--- src/rtl/pb_mailbox_pkg.sv ---
// pb_mailbox_pkg: shared port addresses, channel index type and clog2 helper for the key mailbox.
package pb_mailbox_pkg;
  localparam logic [7:0] STATUS_PORT = 8'h80;
  localparam logic [7:0] OVF_PORT = 8'h81;
  localparam int DATA_SEL_BIT = 7;
  typedef logic [DATA_SEL_BIT-1:0] ch_idx_t;
  function automatic int clog2(input int v);
    int r;
    r = 0;
    while ((1 << r) < v) r++;
    return r;
  endfunction
endpackage

--- src/rtl/pb_key_mailbox_if.sv ---
// pb_key_mailbox_if: producer write port and consumer read/interrupt pins of the PicoBlaze pair.
interface pb_key_mailbox_if #(parameter int DATA_W = 8);
  logic [7:0] prod_port_id;
  logic [DATA_W-1:0] prod_out_port;
  logic prod_write_strobe;
  logic [7:0] cons_port_id;
  logic cons_read_strobe;
  logic [DATA_W-1:0] cons_in_port;
  logic cons_interrupt;
  logic cons_interrupt_ack;
  modport master (
    output prod_port_id, prod_out_port, prod_write_strobe, cons_port_id, cons_read_strobe, cons_interrupt_ack,
    input cons_in_port, cons_interrupt
  );
  modport slave (
    input prod_port_id, prod_out_port, prod_write_strobe, cons_port_id, cons_read_strobe, cons_interrupt_ack,
    output cons_in_port, cons_interrupt
  );
endinterface

--- src/rtl/pb_mailbox_fifo.sv ---
// pb_mailbox_fifo: single-channel synchronous FIFO; full/empty judged on the pre-cycle count.
module pb_mailbox_fifo
  import pb_mailbox_pkg::*;
#(
  parameter int DATA_W = 8,
  parameter int DEPTH = 4
) (
  input  logic clk,
  input  logic reset,
  input  logic push_i,
  input  logic pop_i,
  input  logic [DATA_W-1:0] data_i,
  output logic [DATA_W-1:0] head_o,
  output logic empty_o,
  output logic full_o,
  output logic [clog2(DEPTH):0] count_o
);
  localparam int AW = clog2(DEPTH);
  localparam int CW = AW + 1;
  logic [DATA_W-1:0] mem_q [DEPTH];
  logic [AW-1:0] wr_q, wr_d, rd_q, rd_d;
  logic [CW-1:0] cnt_q, cnt_d;
  logic push_ok, pop_ok;
  assign empty_o = cnt_q == '0;
  assign full_o = cnt_q == CW'(DEPTH);
  assign head_o = mem_q[rd_q];
  assign count_o = cnt_q;
  always_comb begin
    push_ok = push_i && !full_o;
    pop_ok = pop_i && !empty_o;
    wr_d = wr_q + AW'(push_ok);
    rd_d = rd_q + AW'(pop_ok);
    cnt_d = cnt_q + CW'(push_ok) - CW'(pop_ok);
  end
  always_ff @(posedge clk) begin
    if (reset) begin
      wr_q <= '0;
      rd_q <= '0;
      cnt_q <= '0;
    end else begin
      wr_q <= wr_d;
      rd_q <= rd_d;
      cnt_q <= cnt_d;
    end
  end
  // storage is deliberately left uncleared by reset; the pointers alone define validity
  always_ff @(posedge clk) if (push_ok) mem_q[wr_q] <= data_i;
endmodule

--- src/rtl/pb_key_mailbox.sv ---
// pb_key_mailbox: NUM_CH buffered key channels from producer to consumer PicoBlaze with status and re-arming interrupt.
// Define PB_MAILBOX_OVF_STATUS_EN to add per-channel sticky overflow flags readable at OVF_PORT.
module pb_key_mailbox
  import pb_mailbox_pkg::*;
#(
  parameter int DATA_W = 8,
  parameter int NUM_CH = 2,
  parameter int DEPTH = 4
) (
  input  logic clk,
  input  logic reset,
  pb_key_mailbox_if.slave bus,
  output logic [NUM_CH-1:0] ch_empty,
  output logic [NUM_CH-1:0] ch_full
);
  localparam int CW = clog2(DEPTH) + 1;
  ch_idx_t prod_ch, cons_ch;
  logic prod_hit, cons_hit, any_push, any_busy, int_q, int_d, ack_q;
  logic [DATA_W-1:0] rd_q, rd_d;
  logic [NUM_CH-1:0] push, pop, busy;
  logic [DATA_W-1:0] heads [NUM_CH];
  logic [CW-1:0] cnt [NUM_CH];
  assign prod_ch = bus.prod_port_id[DATA_SEL_BIT-1:0];
  assign cons_ch = bus.cons_port_id[DATA_SEL_BIT-1:0];
  assign prod_hit = !bus.prod_port_id[DATA_SEL_BIT] && prod_ch < ch_idx_t'(NUM_CH);
  assign cons_hit = !bus.cons_port_id[DATA_SEL_BIT] && cons_ch < ch_idx_t'(NUM_CH);
  for (genvar g = 0; g < NUM_CH; g++) begin : g_ch
    assign push[g] = bus.prod_write_strobe && prod_hit && prod_ch == ch_idx_t'(g);
    assign pop[g] = bus.cons_read_strobe && cons_hit && cons_ch == ch_idx_t'(g);
    assign busy[g] = |cnt[g];
    pb_mailbox_fifo #(.DATA_W(DATA_W), .DEPTH(DEPTH)) u_fifo (
      .clk(clk), .reset(reset), .push_i(push[g]), .pop_i(pop[g]), .data_i(bus.prod_out_port),
      .head_o(heads[g]), .empty_o(ch_empty[g]), .full_o(ch_full[g]), .count_o(cnt[g])
    );
  end
  assign any_push = |(push & ~ch_full);
  assign any_busy = |busy;
`ifdef PB_MAILBOX_OVF_STATUS_EN
  logic [NUM_CH-1:0] ovf_q, ovf_d;
  assign ovf_d = (ovf_q & ~{NUM_CH{bus.cons_read_strobe && bus.cons_port_id == OVF_PORT}}) | (push & ch_full);
  always_ff @(posedge clk) ovf_q <= reset ? '0 : ovf_d;
`endif
  always_comb begin
    rd_d = '0;
    if (bus.cons_port_id == STATUS_PORT) begin
      rd_d[NUM_CH-1:0] = ch_empty;
      rd_d[DATA_W/2 +: NUM_CH] = ch_full;
    end
`ifdef PB_MAILBOX_OVF_STATUS_EN
    if (bus.cons_port_id == OVF_PORT) rd_d[NUM_CH-1:0] = ovf_q;
`endif
    for (int i = 0; i < NUM_CH; i++)
      if (cons_hit && cons_ch == ch_idx_t'(i)) rd_d = ch_empty[i] ? '0 : heads[i];
  end
  // ack_q re-raises the request one cycle after an ack if keys are still queued
  assign int_d = any_push || (!bus.cons_interrupt_ack && (int_q || (ack_q && any_busy)));
  always_ff @(posedge clk) begin
    if (reset) begin
      rd_q <= '0;
      int_q <= 1'b0;
      ack_q <= 1'b0;
    end else begin
      rd_q <= rd_d;
      int_q <= int_d;
      ack_q <= bus.cons_interrupt_ack;
    end
  end
  assign bus.cons_in_port = rd_q;
  assign bus.cons_interrupt = int_q;
endmodule

--- src/flat_wrapper.sv ---
// flat-port wrapper written by rule: the top's interface ports become plain ports
module pb_key_mailbox_flat import pb_mailbox_pkg::*;
#(
  parameter int DATA_W = 8,
  parameter int NUM_CH = 2,
  parameter int DEPTH = 4
)
  (clk, reset, ch_empty, ch_full, bus_prod_port_id, bus_prod_out_port, bus_prod_write_strobe, bus_cons_port_id, bus_cons_read_strobe, bus_cons_interrupt_ack, bus_cons_in_port, bus_cons_interrupt);
  pb_key_mailbox_if #(.DATA_W(DATA_W)) bus_i ();
  input  logic clk;
  input  logic reset;
  output logic [NUM_CH-1:0] ch_empty;
  output logic [NUM_CH-1:0] ch_full;
  input wire logic [$bits(bus_i.prod_port_id)-1:0] bus_prod_port_id;
  input wire logic [$bits(bus_i.prod_out_port)-1:0] bus_prod_out_port;
  input wire logic [$bits(bus_i.prod_write_strobe)-1:0] bus_prod_write_strobe;
  input wire logic [$bits(bus_i.cons_port_id)-1:0] bus_cons_port_id;
  input wire logic [$bits(bus_i.cons_read_strobe)-1:0] bus_cons_read_strobe;
  input wire logic [$bits(bus_i.cons_interrupt_ack)-1:0] bus_cons_interrupt_ack;
  output wire logic [$bits(bus_i.cons_in_port)-1:0] bus_cons_in_port;
  output wire logic [$bits(bus_i.cons_interrupt)-1:0] bus_cons_interrupt;
  assign bus_i.prod_port_id = bus_prod_port_id;
  assign bus_i.prod_out_port = bus_prod_out_port;
  assign bus_i.prod_write_strobe = bus_prod_write_strobe;
  assign bus_i.cons_port_id = bus_cons_port_id;
  assign bus_i.cons_read_strobe = bus_cons_read_strobe;
  assign bus_i.cons_interrupt_ack = bus_cons_interrupt_ack;
  assign bus_cons_in_port = bus_i.cons_in_port;
  assign bus_cons_interrupt = bus_i.cons_interrupt;
  pb_key_mailbox #(.DATA_W(DATA_W), .NUM_CH(NUM_CH), .DEPTH(DEPTH)) u_core (.clk(clk), .reset(reset), .bus(bus_i), .ch_empty(ch_empty), .ch_full(ch_full));
endmodule
--- config.mk ---
export PLATFORM = sky130hd
export DESIGN_NAME = pb_key_mailbox_flat
export DESIGN_NICKNAME = d
export VERILOG_FILES = /design/src/rtl/pb_mailbox_pkg.sv /design/src/rtl/pb_key_mailbox_if.sv /design/src/rtl/pb_mailbox_fifo.sv /design/src/rtl/pb_key_mailbox.sv /design/src/flat_wrapper.sv
export SDC_FILE = /design/constraint.sdc
export NUM_CORES = 1
export LEC_CHECK = 0
export CAP_MARGIN = 20
export CORE_MARGIN = 2
export CORE_UTILIZATION = 49
export CTS_CLUSTER_DIAMETER = 60
export CTS_CLUSTER_SIZE = 20
export DETAILED_ROUTE_END_ITERATION = 7
export GPL_ROUTABILITY_DRIVEN = 0
export PLACE_DENSITY = 0.71
export SLEW_MARGIN = 20
export SYNTH_ARGS = -nofsm -noshare
export SYNTH_HDL_FRONTEND = slang
export SYNTH_SLANG_ARGS = --single-unit
--- constraint.sdc ---
create_clock -name clk -period 6.37 [get_ports clk]
set_input_delay 0.9555 -clock clk [delete_from_list [all_inputs] [get_ports clk]]
set_output_delay 0.9555 -clock clk [all_outputs]
set_load 0.05 [all_outputs]
==> results.json, run 1 <==
{
  "hp-class": "flip-flop to flip-flop",
  "critical_path_required_ns": 6.57,
  "finalInstanceArea_um2": 4210,
  "yosysWarnings": 0,
  "peakVddDrop_mv": 0.171,
  "placement.io_buffers": 41,
  "remaining_drc_errors": 0,
  "kind_of_end_point_of_the_critical_path": "flip-flop",
  "floorplan.die.width_um": 89.0,
  "detail_route.wl_per_cell_um": 17.9,
  "globalRoute.totalOverflow": 0,
  "placement_rows": 30,
  "num_antenna_cells": 0,
  "critical-path-slowest-cell": "sky130_fd_sc_hd__and4_1",
  "p_leak_uw": 0.00143,
  "synth_compound_gate_area_share": 0.0332,
  "status": "finished clean",
  "detailedRoute.firstIterationViolations": 195,
  "first_pass_iters": 4,
  "synthXorXnorAreaFrac": 0.0149,
  "drv_slew": 0,
  "post_synth_inst_count": 225,
  "muxShareOfSynthArea": 0.111,
  "largest_family_of_logic_cells_by_synthesized_area": "multiplexers",
  "synthDistinctLibCells": 39,
  "largest_clock_skew_in_the_final_design_ns": 0.00742,
  "min-delay-start": "u_core.bus.cons_interrupt",
  "final_report_setup_violation_count": 0,
  "fin_nets": 303,
  "path_clk_slew_ns": 0.07,
  "unrepaired_setup_endpoints_after_global_routing": "false",
  "crit_arrival_ns": 3.73,
  "synth.net_count": 261,
  "worstSetupPathType": "input pin to flip-flop",
  "path_common_cell": "sky130_fd_sc_hd__xnor2_1",
  "syn2layout_area_growth_pct": 19.0,
  "post-route-period-util": 0.556,
  "post_layout_nonfiller_instances": 368,
  "worstPathMaxFanout": 10,
  "share_of_the_yosys_chip_area_belonging_to_registers": 0.679,
  "pin_count": 42,
  "detailed_place.area_um2": 4030,
  "tns_ns": 0,
  "synth_top_cell_area_share": 0.543,
  "cpPeakStageDelay_ns": 0.58,
  "syn_avg_cell_area_um2": 15.7,
  "chip_height_um": 89.0,
  "clkSinkCount": 88,
  "timing.critical_path.from_type": "input pin",
  "layout-drive-gt1-share": 0.151,
  "core_area_um2": 6910,
  "post-dp-hpwl_um": 4550,
  "path_cells": "clkdlybuf4s50_1 -> nor4_1 -> and4_1 -> nand2_1 -> xnor2_1 -> ha_1 -> inv_1 -> fa_1 -> xor2_1 -> xnor2_1 -> nor2_1",
  "netlist_area_um2": 3540,
  "worst_pin_slew_ns": 1.01,
  "maxSlewHeadroom": 0.323,
  "antenna_violations_before_repair": 0,
  "post_synth_and_or_nand_nor_area_fraction": 0.101,
  "adder_cell_share_of_the_synthesized_area": 0.0290,
  "synth_area_leaders": "sky130_fd_sc_hd__edfxtp_1 54%, sky130_fd_sc_hd__dfxtp_1 14%, sky130_fd_sc_hd__mux4_2 10%",
  "netlist.top_cell.by_area": "sky130_fd_sc_hd__edfxtp_1",
  "synth.ff_latch_count": 88,
  "initial_utilization": 0.512,
  "drt-vias-per-instance": 5.36,
  "setup.worst_path.start": "bus_cons_port_id[1]",
  "finalWirelength_um": 6570,
  "fillCellCount": 544,
  "grt_pass1_wl_um": 10200,
  "num_vias": 1974,
  "globalRouteTotalUtil": 0.182,
  "first_global_vias": 2027,
  "clk_latency_ns": 0.34,
  "post_cts_resized": 0,
  "clock_tree_from_tritoncts": "built",
  "grt_start_max_net_pins": 28,
  "timing.max_cap.violations": 0,
  "placed_cells": 352,
  "drtAntennaViolNets": 0,
  "clockRootBuffer": "sky130_fd_sc_hd__clkbuf_8",
  "htree_num_levels": 3,
  "numCtsBuffers": 9,
  "hold_buffers": 0,
  "timing_hold_violations_final": 0,
  "die-area_um2": 7920,
  "post-cts-setup-buffer-count": 0,
  "cts_max_path_buffers": 2,
  "max_freq_mhz": 283,
  "fin_crit_ns": 3.54,
  "power.density_nw_per_um2": 238,
  "reg2reg_from": "u_core.g_ch[1].u_fifo.count_o[1]"
}
-- layout make-up --
cell class                      count  area (µm²)  area share
Timing Repair Buffer               45         440       0.105
Multi-Input combinational cell    113        1030       0.244
Clock inverter                      3        43.8      0.0104
Clock buffer                       13         139      0.0330
Sequential cell                    88        2400       0.571
Tap cell                           96         120      0.0285
Inverter                           10        38.8     0.00921
-- through the flow --
step | util | worst slack (ns) | hold WS, ns | power, µW
detailed placement | 0.583 | 2.51 | 0.564 | 658
finish | 0.610 | 2.83 | 0.584 | 1000
floorplan | - | 3.12 | 0.524 | 633
CTS | 0.610 | 2.86 | 0.578 | 1010
global placement | 0.583 | 2.60 | 0.549 | 657
global route | 0.610 | 2.49 | 0.611 | 1040
-- Yosys cell counts (all sizes together) --
library cell,instances
a22oi,5
o21ai,4
a32oi,1
mux4,16
dfxtp,24
nand3,3
nor3b,5
or4b,2
or3,3
or4,2
and3,4
inv,9
ha,5
o21bai,1
o31a,1
xor2,2
nor2b,9
and2,2
clkinv,1
nor3,3
clkbuf,6
a21oi,4
nor4,1
fa,2
nor4b,1
xnor2,4
and4,2
a31oi,1
a31o,1
nand2,7
nand4,1
buf,8
edfxtp,64
nor2,18
mux2,3
-- routing by layer --
metal  up-vias  part of all wire  track usage
li1        928                 -            -
met1       973              0.43        0.236
met2        64              0.50        0.299
met3         9             0.053       0.0471
met4         0             0.020       0.0692
met5         -                 0            0
-- power by group --
part	leakage (µW)	switching [µW]	total, µW	internal [µW]
logic	0.000570	13.3	30.9	17.6
clock network	0.0000916	176	358	182
registers	0.000768	0.259	613	613
-- sequential cells by signal, indices dropped and copies added, names as in the netlist --
name and count:
u_core.bus.cons_interrupt 1, u_core.g_ch.u_fifo.mem_q 64, u_core.g_ch.u_fifo.wr_q 4, u_core.g_ch.u_fifo.count_o 6, u_core.g_ch.u_fifo.rd_q 4, u_core.bus.cons_in_port 8
u_core.ack_q 1
-- cells by family after synthesis --
family                     Yosys count
and+or+nand+nor                     63
buffers and inverters               24
DFF                                 88
muxes                               19
xor gates and xnor gates             6
adders and majority gates            7
AOI/OAI and AO/OA                   18
-- final timing paths --
| check | end | slack, ns | cells past startpoint |
|---|---|---|---|
| max | u_core.g_ch[1].u_fifo.count_o[2] | 2.83 | 11 |
| min | u_core.bus.cons_interrupt | 0.58 | 2 |
| max reg2reg | u_core.g_ch[1].u_fifo.count_o[2] | 3.81 | 10 |
| min reg2reg | u_core.bus.cons_interrupt | 0.58 | 2 |
-- placed cells by master (no fill, tap or decap), types with 5 or more instances in the layout --
cell / Yosys / routed
sky130_fd_sc_hd__inv_1: 8 / 8
sky130_fd_sc_hd__nor3b_1: 5 / 5
sky130_fd_sc_hd__clkdlybuf4s50_1: 0 / 41
sky130_fd_sc_hd__ha_1: 5 / 5
sky130_fd_sc_hd__nand2_1: 7 / 7
sky130_fd_sc_hd__nor2_1: 18 / 18
sky130_fd_sc_hd__nor2b_1: 9 / 9
sky130_fd_sc_hd__a22oi_1: 5 / 5
sky130_fd_sc_hd__mux4_2: 16 / 16
sky130_fd_sc_hd__clkbuf_8: 0 / 9
sky130_fd_sc_hd__dfxtp_1: 24 / 24
sky130_fd_sc_hd__edfxtp_1: 64 / 64
-- worst max-delay path, delay by kind of cell --
kind                       cells  cell delay (ns)
and+or+nand+nor                4             1.33
buffers and inverters          2             0.45
adders and majority gates      2             0.53
xor gates and xnor gates       3             0.48
Note: power is estimated with default switching activity, not from simulation.
==> run 2: changes to the inputs <==
- PLACE_DENSITY: 0.71 -> 0.74
- clock period: 6.37 -> 3.2 ns (I/O delays scaled with it)
==> run 2 against run 1 <==
Hold slack lost 0.010 ns. Core utilization up 1.5 points. First-iteration DRC count fell by 35%. Cell area up 2.4%. Clock power up 120%. Critical path depth unchanged. Sequential share of layout area down 1.4 points. Total power rose by 110%. Worst setup slack worse by 2.5 ns. Sequential power increased by 99%. Die area did not move.
==> results.json, run 2 (same netlist as run 1, synthesis figures left out) <==
{
  "detailedRoute.firstIterationViolations": 126,
  "worstSetupPathType": "input pin to flip-flop",
  "first_global_vias": 1993,
  "first_pass_iters": 4,
  "finalWirelength_um": 6840,
  "timing.max_cap.violations": 0,
  "peakVddDrop_mv": 0.300,
  "power.density_nw_per_um2": 477,
  "globalRouteTotalUtil": 0.189,
  "antenna_violations_before_repair": 0,
  "die-area_um2": 7920,
  "kind_of_end_point_of_the_critical_path": "flip-flop",
  "layout.cells.most_common": "sky130_fd_sc_hd__edfxtp_1",
  "syn2layout_area_growth_pct": 21.9,
  "htree_num_levels": 3,
  "floorplan.die.width_um": 89.0,
  "register_bank_with_the_most_flops": "u_core.g_ch.u_fifo.mem_q",
  "clockRootBuffer": "sky130_fd_sc_hd__clkbuf_8",
  "num_vias": 2043,
  "totalPowerFinal_uw": 2060,
  "grt_pass1_wl_um": 10500,
  "hold_buffers": 0,
  "initial_utilization": 0.512,
  "post-route-period-util": 0.891,
  "critical-path-slowest-cell": "sky130_fd_sc_hd__or4b_4",
  "clk_latency_ns": 0.35,
  "num_antenna_cells": 0,
  "placement.io_buffers": 41,
  "fin_crit_ns": 2.85,
  "status": "finished clean",
  "post-dp-hpwl_um": 4540,
  "tns_ns": 0,
  "crit_arrival_ns": 3.07,
  "drtAntennaViolNets": 0,
  "fillCellCount": 553,
  "cts_max_path_buffers": 2,
  "max_freq_mhz": 351,
  "p_leak_uw": 0.00150,
  "worstPathMaxFanout": 2,
  "worst_pin_slew_ns": 0.701,
  "core_area_um2": 6910,
  "largest_clock_skew_in_the_final_design_ns": 0.00945,
  "chip_height_um": 89.0,
  "remaining_drc_errors": 0,
  "timing_hold_violations_final": 0,
  "clock_tree_from_tritoncts": "built",
  "layout-drive-gt1-share": 0.194,
  "cpPeakStageDelay_ns": 0.56,
  "grt_start_max_net_pins": 17,
  "hp-class": "flip-flop to flip-flop",
  "path_clk_slew_ns": 0.09,
  "placement_rows": 30,
  "timing.critical_path.from_type": "input pin",
  "fin_nets": 314,
  "path_cells": "clkdlybuf4s50_1 -> or4b_4 -> or4b_4 -> clkinv_2 -> xnor2_1 -> ha_1 -> inv_1 -> fa_1 -> xor2_1 -> xnor2_1 -> nor2_1",
  "post-cts-setup-buffer-count": 0,
  "drv_slew": 0,
  "numCtsBuffers": 9,
  "pin_count": 42,
  "critical_path_required_ns": 3.42,
  "maxSlewHeadroom": 0.532,
  "post_cts_resized": 0,
  "globalRoute.totalOverflow": 0,
  "final_report_setup_violation_count": 0,
  "layout_common_cells": "64 x sky130_fd_sc_hd__edfxtp_1, 41 x sky130_fd_sc_hd__clkdlybuf4s50_1, 24 x sky130_fd_sc_hd__dfxtp_1, 18 x sky130_fd_sc_hd__nor2_1, 16 x sky130_fd_sc_hd__mux4_2",
  "clkSinkCount": 88,
  "drt-vias-per-instance": 5.39,
  "detail_route.wl_per_cell_um": 18.0,
  "largest_register_ff_count": 64,
  "unrepaired_setup_endpoints_after_global_routing": "false"
}
==> run 2: cell type report <==
cell class	instances	area (µm²)	area share
flip-flops and latches	88	2400	0.557
repair buffers	56	523	0.121
well taps	96	120	0.0279
clock inverters	7	78.8	0.0183
inverters	10	38.8	0.00899
multi-input cells	113	1030	0.238
clock buffers	9	124	0.0287
==> run 2: path summary, 6_finish.rpt <==
path	start	end	slack, ns	cells past startpoint
setup / recovery	bus_prod_port_id[2]	u_core.g_ch[1].u_fifo.count_o[2]	0.35	11
hold / removal	u_core.bus.cons_interrupt	u_core.bus.cons_interrupt	0.57	2
setup reg to reg	u_core.g_ch[1].u_fifo.count_o[1]	u_core.g_ch[1].u_fifo.count_o[2]	0.83	10
hold reg to reg	u_core.bus.cons_interrupt	u_core.bus.cons_interrupt	0.57	2
==> run 2: routing by layer <==
metal / global-route usage / wire, µm / vias to the layer above
li1: - / - / 959
met1: 0.251 / 3070 / 1023
met2: 0.296 / 3380 / 57
met3: 0.0619 / 325 / 4
met4: 0.0678 / 63 / 0
met5: 0 / 0 / -
==> run 2: power by group <==
| group | internal (µW) | switching, µW |
|---|---|---|
| Sequential | 1220 | 0.410 |
| Combinational | 37.0 | 27.2 |
| Clock | 371 | 404 |
| Total | 1630 | 431 |
==> run 2: critical path, delay by kind of cell <==
kind | cells | cell delay [ns]
XOR/XNOR | 3 | 0.41
AND/OR/NAND/NOR | 3 | 1.16
buffers and inverters | 3 | 0.50
adder cells (fa/ha/maj) | 2 | 0.52
==> run 2: metrics by stage <==
stage          cells  setup WS, ns   util  hold WS (ns)  area, µm²
3_3_place_gp     363       0.00683  0.595         0.549       4110
5_1_grt          379         0.201  0.624         0.603       4310
4_1_cts          379         0.364  0.624         0.574       4310
3_5_place_dp     363       -0.0290  0.595         0.561       4110
6_report         379         0.349  0.624         0.574       4310
2_1_floorplan    225         0.422      -         0.524       3540
